[config.mk]
export PLATFORM = sky130hd
export DESIGN_NAME = wb_burst_master
export DESIGN_NICKNAME = d
export VERILOG_FILES = /design/src/rtl/wb_pkg.sv /design/src/rtl/wb_ack_timer.sv /design/src/rtl/wb_burst_master.sv
export SDC_FILE = /design/constraint.sdc
export NUM_CORES = 1
export LEC_CHECK = 0
export ABC_AREA = 1
export CAP_MARGIN = 20
export CORE_UTILIZATION = 49
export CTS_BUF_LIST = sky130_fd_sc_hd__clkbuf_16
export CTS_CLUSTER_DIAMETER = 150
export DETAILED_ROUTE_END_ITERATION = 8
export HOLD_SLACK_MARGIN = 0.05
export PLACE_DENSITY = 0.86
export SLEW_MARGIN = 20
export SYNTH_ARGS = -nofsm -noshare
export SYNTH_HDL_FRONTEND = slang
export SYNTH_SLANG_ARGS = --single-unit
[constraint.sdc]
create_clock -name sys_clk -period 2.4 [get_ports sys_clk]
set_input_delay 0.48 -clock sys_clk [delete_from_list [all_inputs] [get_ports sys_clk]]
set_output_delay 0.48 -clock sys_clk [all_outputs]
set_load 0.02 [all_outputs]
[src/rtl/wb_pkg.sv]
// Shared Wishbone burst definitions: cycle-type codes, master state encoding
// and the per-beat cycle-type selection.
package wb_pkg;

  localparam logic [2:0] CTI_CLASSIC = 3'b000;
  localparam logic [2:0] CTI_INCR    = 3'b010;
  localparam logic [2:0] CTI_EOB     = 3'b111;

  typedef enum logic [1:0] {
    ST_IDLE,
    ST_XFER,
    ST_DONE
  } state_t;

  // Single-beat bursts are classic cycles; multi-beat bursts flag their last beat
  function automatic logic [2:0] cti_for(input logic single, input logic last);
    if (single) return CTI_CLASSIC;
    if (last) return CTI_EOB;
    return CTI_INCR;
  endfunction

endpackage

[src/rtl/wb_ack_timer.sv]
// Acknowledge watchdog: counts strobed cycles without an ack and flags expiry
// once TIMEOUT such cycles have elapsed.
module wb_ack_timer #(
  parameter int unsigned TIMEOUT = 1024
) (
  input  logic clk,
  input  logic rst_n,
  input  logic clear,
  input  logic enable,
  output logic expired
);

  localparam int unsigned CW = $clog2(TIMEOUT + 1);

  logic [CW-1:0] count;

  always_ff @(posedge clk or negedge rst_n) begin
    if (!rst_n) begin
      count   <= '0;
      expired <= 1'b0;
    end else if (clear || !enable) begin
      count   <= '0;
      expired <= 1'b0;
    end else if (count != CW'(TIMEOUT)) begin
      count   <= count + CW'(1);
      expired <= (count == CW'(TIMEOUT - 1));
    end
  end

endmodule

[src/rtl/wb_burst_master.sv]
// Wishbone incrementing-burst master: accepts one read or write command,
// streams its beats over a single held cycle, then pulses done (err on timeout).
module wb_burst_master
  import wb_pkg::*;
#(
  parameter int unsigned dw      = 32,
  parameter int unsigned APP_AW  = 26,
  parameter int unsigned BURST_W = 4,
  parameter int unsigned TIMEOUT = 1024
) (
  input  logic                sys_clk,
  input  logic                sys_resetn,
  input  logic                sdr_init_done,
  input  logic                cmd_valid,
  output logic                cmd_ready,
  input  logic                cmd_we,
  input  logic [APP_AW-1:0]   cmd_addr,
  input  logic [BURST_W-1:0]  cmd_len,
  input  logic [dw-1:0]       wr_data,
  input  logic                wr_valid,
  output logic                wr_ready,
  output logic [dw-1:0]       rd_data,
  output logic                rd_valid,
  output logic                done,
  output logic                err,
  output logic                wb_cyc_o,
  output logic                wb_stb_o,
  output logic                wb_we_o,
  output logic [APP_AW-1:0]   wb_addr_o,
  output logic [dw/8-1:0]     wb_sel_o,
  output logic [dw-1:0]       wb_dat_o,
  output logic [2:0]          wb_cti_o,
  input  logic                wb_ack_i,
  input  logic [dw-1:0]       wb_dat_i
);

  localparam int unsigned STEP = dw / 8;

  state_t               state;
  logic                 we_r;
  logic [BURST_W-1:0]   len_r;
  logic [BURST_W-1:0]   beat_cnt;
  logic                 expired;
  logic                 ack_v;
  logic                 last;
  logic                 wr_fire;

  // Acks outside a strobed cycle carry no meaning and are dropped here
  assign ack_v   = wb_ack_i && wb_stb_o;
  assign last    = (beat_cnt == len_r);
  assign wr_fire = wr_valid && wr_ready;

  assign cmd_ready = sys_resetn && (state == ST_IDLE) && sdr_init_done;
  assign wr_ready  = (state == ST_XFER) && we_r && !expired &&
                     (!wb_stb_o || (ack_v && !last));

  wb_ack_timer #(
    .TIMEOUT (TIMEOUT)
  ) u_ack_timer (
    .clk     (sys_clk),
    .rst_n   (sys_resetn),
    .clear   (ack_v),
    .enable  ((state == ST_XFER) && wb_stb_o),
    .expired (expired)
  );

  always_ff @(posedge sys_clk or negedge sys_resetn) begin
    if (!sys_resetn) begin
      state     <= ST_IDLE;
      we_r      <= 1'b0;
      len_r     <= '0;
      beat_cnt  <= '0;
      rd_data   <= '0;
      rd_valid  <= 1'b0;
      done      <= 1'b0;
      err       <= 1'b0;
      wb_cyc_o  <= 1'b0;
      wb_stb_o  <= 1'b0;
      wb_we_o   <= 1'b0;
      wb_addr_o <= '0;
      wb_sel_o  <= '0;
      wb_dat_o  <= '0;
      wb_cti_o  <= CTI_CLASSIC;
    end else begin
      rd_valid <= 1'b0;
      done     <= 1'b0;
      err      <= 1'b0;
      case (state)
        ST_IDLE: begin
          if (cmd_valid && cmd_ready) begin
            state     <= ST_XFER;
            we_r      <= cmd_we;
            len_r     <= cmd_len;
            beat_cnt  <= '0;
            wb_addr_o <= cmd_addr;
            wb_cyc_o  <= 1'b1;
            wb_we_o   <= cmd_we;
            wb_sel_o  <= '1;
            wb_cti_o  <= cti_for(cmd_len == '0, cmd_len == '0);
            // Reads strobe at once; writes wait for their first beat
            wb_stb_o  <= !cmd_we;
          end
        end
        ST_XFER: begin
          if (expired) begin
            state    <= ST_DONE;
            done     <= 1'b1;
            err      <= 1'b1;
            wb_cyc_o <= 1'b0;
            wb_stb_o <= 1'b0;
            wb_we_o  <= 1'b0;
            wb_sel_o <= '0;
            wb_cti_o <= CTI_CLASSIC;
          end else begin
            if (ack_v) begin
              if (!we_r) begin
                rd_data  <= wb_dat_i;
                rd_valid <= 1'b1;
              end
              if (last) begin
                state    <= ST_DONE;
                done     <= 1'b1;
                wb_cyc_o <= 1'b0;
                wb_stb_o <= 1'b0;
                wb_we_o  <= 1'b0;
                wb_sel_o <= '0;
                wb_cti_o <= CTI_CLASSIC;
              end else begin
                beat_cnt  <= beat_cnt + BURST_W'(1);
                wb_addr_o <= wb_addr_o + APP_AW'(STEP);
                wb_cti_o  <= cti_for(1'b0, (beat_cnt + BURST_W'(1)) == len_r);
              end
            end
            // Write strobe follows beat occupancy: load on fire, release on ack
            if (we_r && !(ack_v && last)) begin
              if (wr_fire) begin
                wb_dat_o <= wr_data;
                wb_stb_o <= 1'b1;
              end else if (ack_v) begin
                wb_stb_o <= 1'b0;
              end
            end
          end
        end
        ST_DONE: begin
          state <= ST_IDLE;
        end
        default: begin
          state <= ST_IDLE;
        end
      endcase
    end
  end

endmodule

==> reports/results.tsv <==
metric	value	unit
status	finished clean	
RR Endpoint	rd_data[4]	
core area	0.0117	sq mm
synthesized netlist cell count	803	
1st-pass router iterations	5	
WL per Instance	13.8	um
Die X	112	um
CP Launch Type	register	
simple-gate area share of the yosys netlist	0.362	
Worst path max stage delay	600	ps
initial antenna violation count	0	
CTS tree	done	
GRT Residual Overflow	0	
Commonest cells post-synth	nand2_1 (359), dfrtp_1 (121), nor2_1 (71)	
first-pass GRT wire length	26.7	mm
critical path type	reg2out	
worst hold path type	in2async	
LEAKAGE	4.15	nW
initial core utilization	0.513	
Worst path slowest cell	clkdlybuf4s50_1	
Die Area	0.0126	sq mm
combinational share of power	0.476	
DRT Wirelength	16.0	mm
antenna viol nets, final	0	
largest net degree at the start of global routing	122	
Num CTS Buffers	17	
Post-CTS Setup Bufs	0	
Int Pwr	0.00657	W
CTS max path bufs	2	
DRC viols	0	
Resize count post-CTS	0	
post-synthesis mux area share	0	
clk_lat worst skew	410	ps
vias per cell	5.08	
H-tree depth	4	
Synth Area in XOR/XNOR	0.0132	
area share of the largest cell type after synthesis	0.506	
Register Area	0.00303	sq mm
worst reg-to-reg path cell count	8	
post-synth cell types	34	
hold buffers post-CTS	0	
CP Capture Type	primary output	
area share of fa/ha/maj cells after synthesis	0.00837	
die height	112	um
Post-synth EDFFs	0	
setup TNS	0	ps
most used flip-flop cell after synthesis	dfrtp_1	
setup violators final	0	
largest family of logic cells by synthesized area	simple AND/OR/NAND/NOR gates	
Synth Warn #	0	
utilization after layout	0.743	
Peak VDD IR	683	uV
post-synthesis cell area	0.00598	sq mm
RSZ-0062 raised after global routing	no	
drt initial violations	512	
Reg clk slew, reported paths	50	ps
Final Non-Filler Cells	1162	
final layout net count	1111	
Critical Path Fanout Max	2	
top-count cell post-synth	nand2_1	
Synth Area in Compound Gates	0.0444	
Worst EP arrival	1830	ps
Post-synth ARST share	1.00	
Final HPWL DP	11.4	mm
Slew @ Worst Pin	637	ps
RePlAce Congestion	0.896	
fin area	0.00867	sq mm
Sequential Power Share	0.320	
max-cap violations	0	
minimum clock period	2310	ps
row count	39	
worst relative slew slack	0.575	
Tcrit/Tclk final	0.964	
GRT Overall Usage	0.268	
max-slew violations	0	
cell taking the most area after synthesis	dfrtp_1	
via count	5901	
Root Driver	clkbuf_16	
post-placement cell count	1130	
Synth Net Count	908	
Setup Skew	6.49	ps
Clock power frac	0.204	
Cell Area, Placed	0.00813	sq mm
area of the multi-input gates	0.00256	sq mm
worst-path cell chain	nor2_1 -> and3_1 -> clkdlybuf4s50_1	
final hold violations	0	
f_max	0.432	GHz
post-route worst setup slack	87.3	ps
Mapped Avg Cell Area	7.45	sq um
number of fill cells	870	
synthesized flop and latch total	121	
main area contributors after synthesis	dfrtp_1 (51%), nand2_1 (23%), nand3_1 (5.8%)	
Critical Path RT	1920	ps
share of post-route cells with drive strength above 1	0.0569	
PortBufs	205	
Area Growth Syn to Fin	45.0	%
switching power	0.00463	W
CTS sink cnt	121	
reg2reg start	state[1]	
Seq/Total Area, Yosys	0.506	
Ports	206	
pre-CTS setup slack	180	ps
Switching Share	0.413	
R2R setup slack	480	ps
number of global-route vias before repair	5580	
PD cells	1290	mW/mm^2
# diodes	0	
## placed cells by master, fill, tap and decap left out, drive strengths merged
cell and instances:
a211oi 2, a21oi 6, a22oi 1, a31oi 1, and3 1, buf 13
bufinv 1, clkbuf 17, clkdlybuf4s50 203, clkinv 10, clkinvlp 4, dfrtp 121
ha 4, inv 60, nand2 359, nand3 69, nand3b 3, nand4 9
nor2 76, nor3 9, nor4 2, o211ai 3, o21ai 32, o21bai 2
o311ai 1, or2 1, xnor2 3, xor2 6
## critical path, delay by kind of cell, from the launching register on
kind	cells	cell delay (ps)
buf+inv	1	600
flops	1	400
simple gates	2	420
## cell type report
type	count	share of cell area
inverters	60	0.0260
clock inverters	15	0.0130
well taps	143	0.0206
clock buffers	17	0.0491
repair buffers	216	0.247
multi-input cells	590	0.295
flip-flops and latches	121	0.349
## through the flow
step	hold WS (ps)	total power, W
global route	273	0.0120
detailed placement	457	0.00891
floorplan	184	0.00657
CTS	243	0.0113
global placement	453	0.00878
finish	204	0.0112
## layer usage
metal	part of all wire	global-route usage	up-vias	wire, um
li1	-	-	2919	-
met1	0.42	0.339	2723	6790
met2	0.48	0.431	224	7690
met3	0.064	0.0670	35	1030
met4	0.033	0.132	0	522
met5	0	0	-	0
## worst max-delay path by stage
stage	from	slack (ps)	endpoint
floorplan	state[1]	690	wr_ready
detailed placement	sdr_init_done	180	cmd_ready
global route	state[1]	40	cmd_ready
finish	state[1]	90	cmd_ready
global placement	sdr_init_done	200	cmd_ready
CTS	state[1]	80	cmd_ready
## power by group through the flow
stage / registers, W / clock network, W / logic, W
floorplan: 0.00436 / 0 / 0.00221
global route: 0.00370 / 0.00245 / 0.00584
CTS: 0.00358 / 0.00233 / 0.00535
detailed placement: 0.00359 / 0 / 0.00533
finish: 0.00359 / 0.00228 / 0.00533
global placement: 0.00356 / 0 / 0.00521
## registers in the layout, indices dropped and copies added, names as in the netlist, 2 cells and up
signal and flops:
u_ack_timer.count 11, len_r 4, state 2, rd_data 32, wb_cti_o 2, wb_addr_o 26, beat_cnt 4, wb_dat_o 32
## cells by family after synthesis
group | count (synthesis)
xor+xnor | 9
flops | 121
compound gates | 48
buf+inv | 92
simple gates | 529
fa+ha+maj | 4
Power figures use the tool's default switching activity.
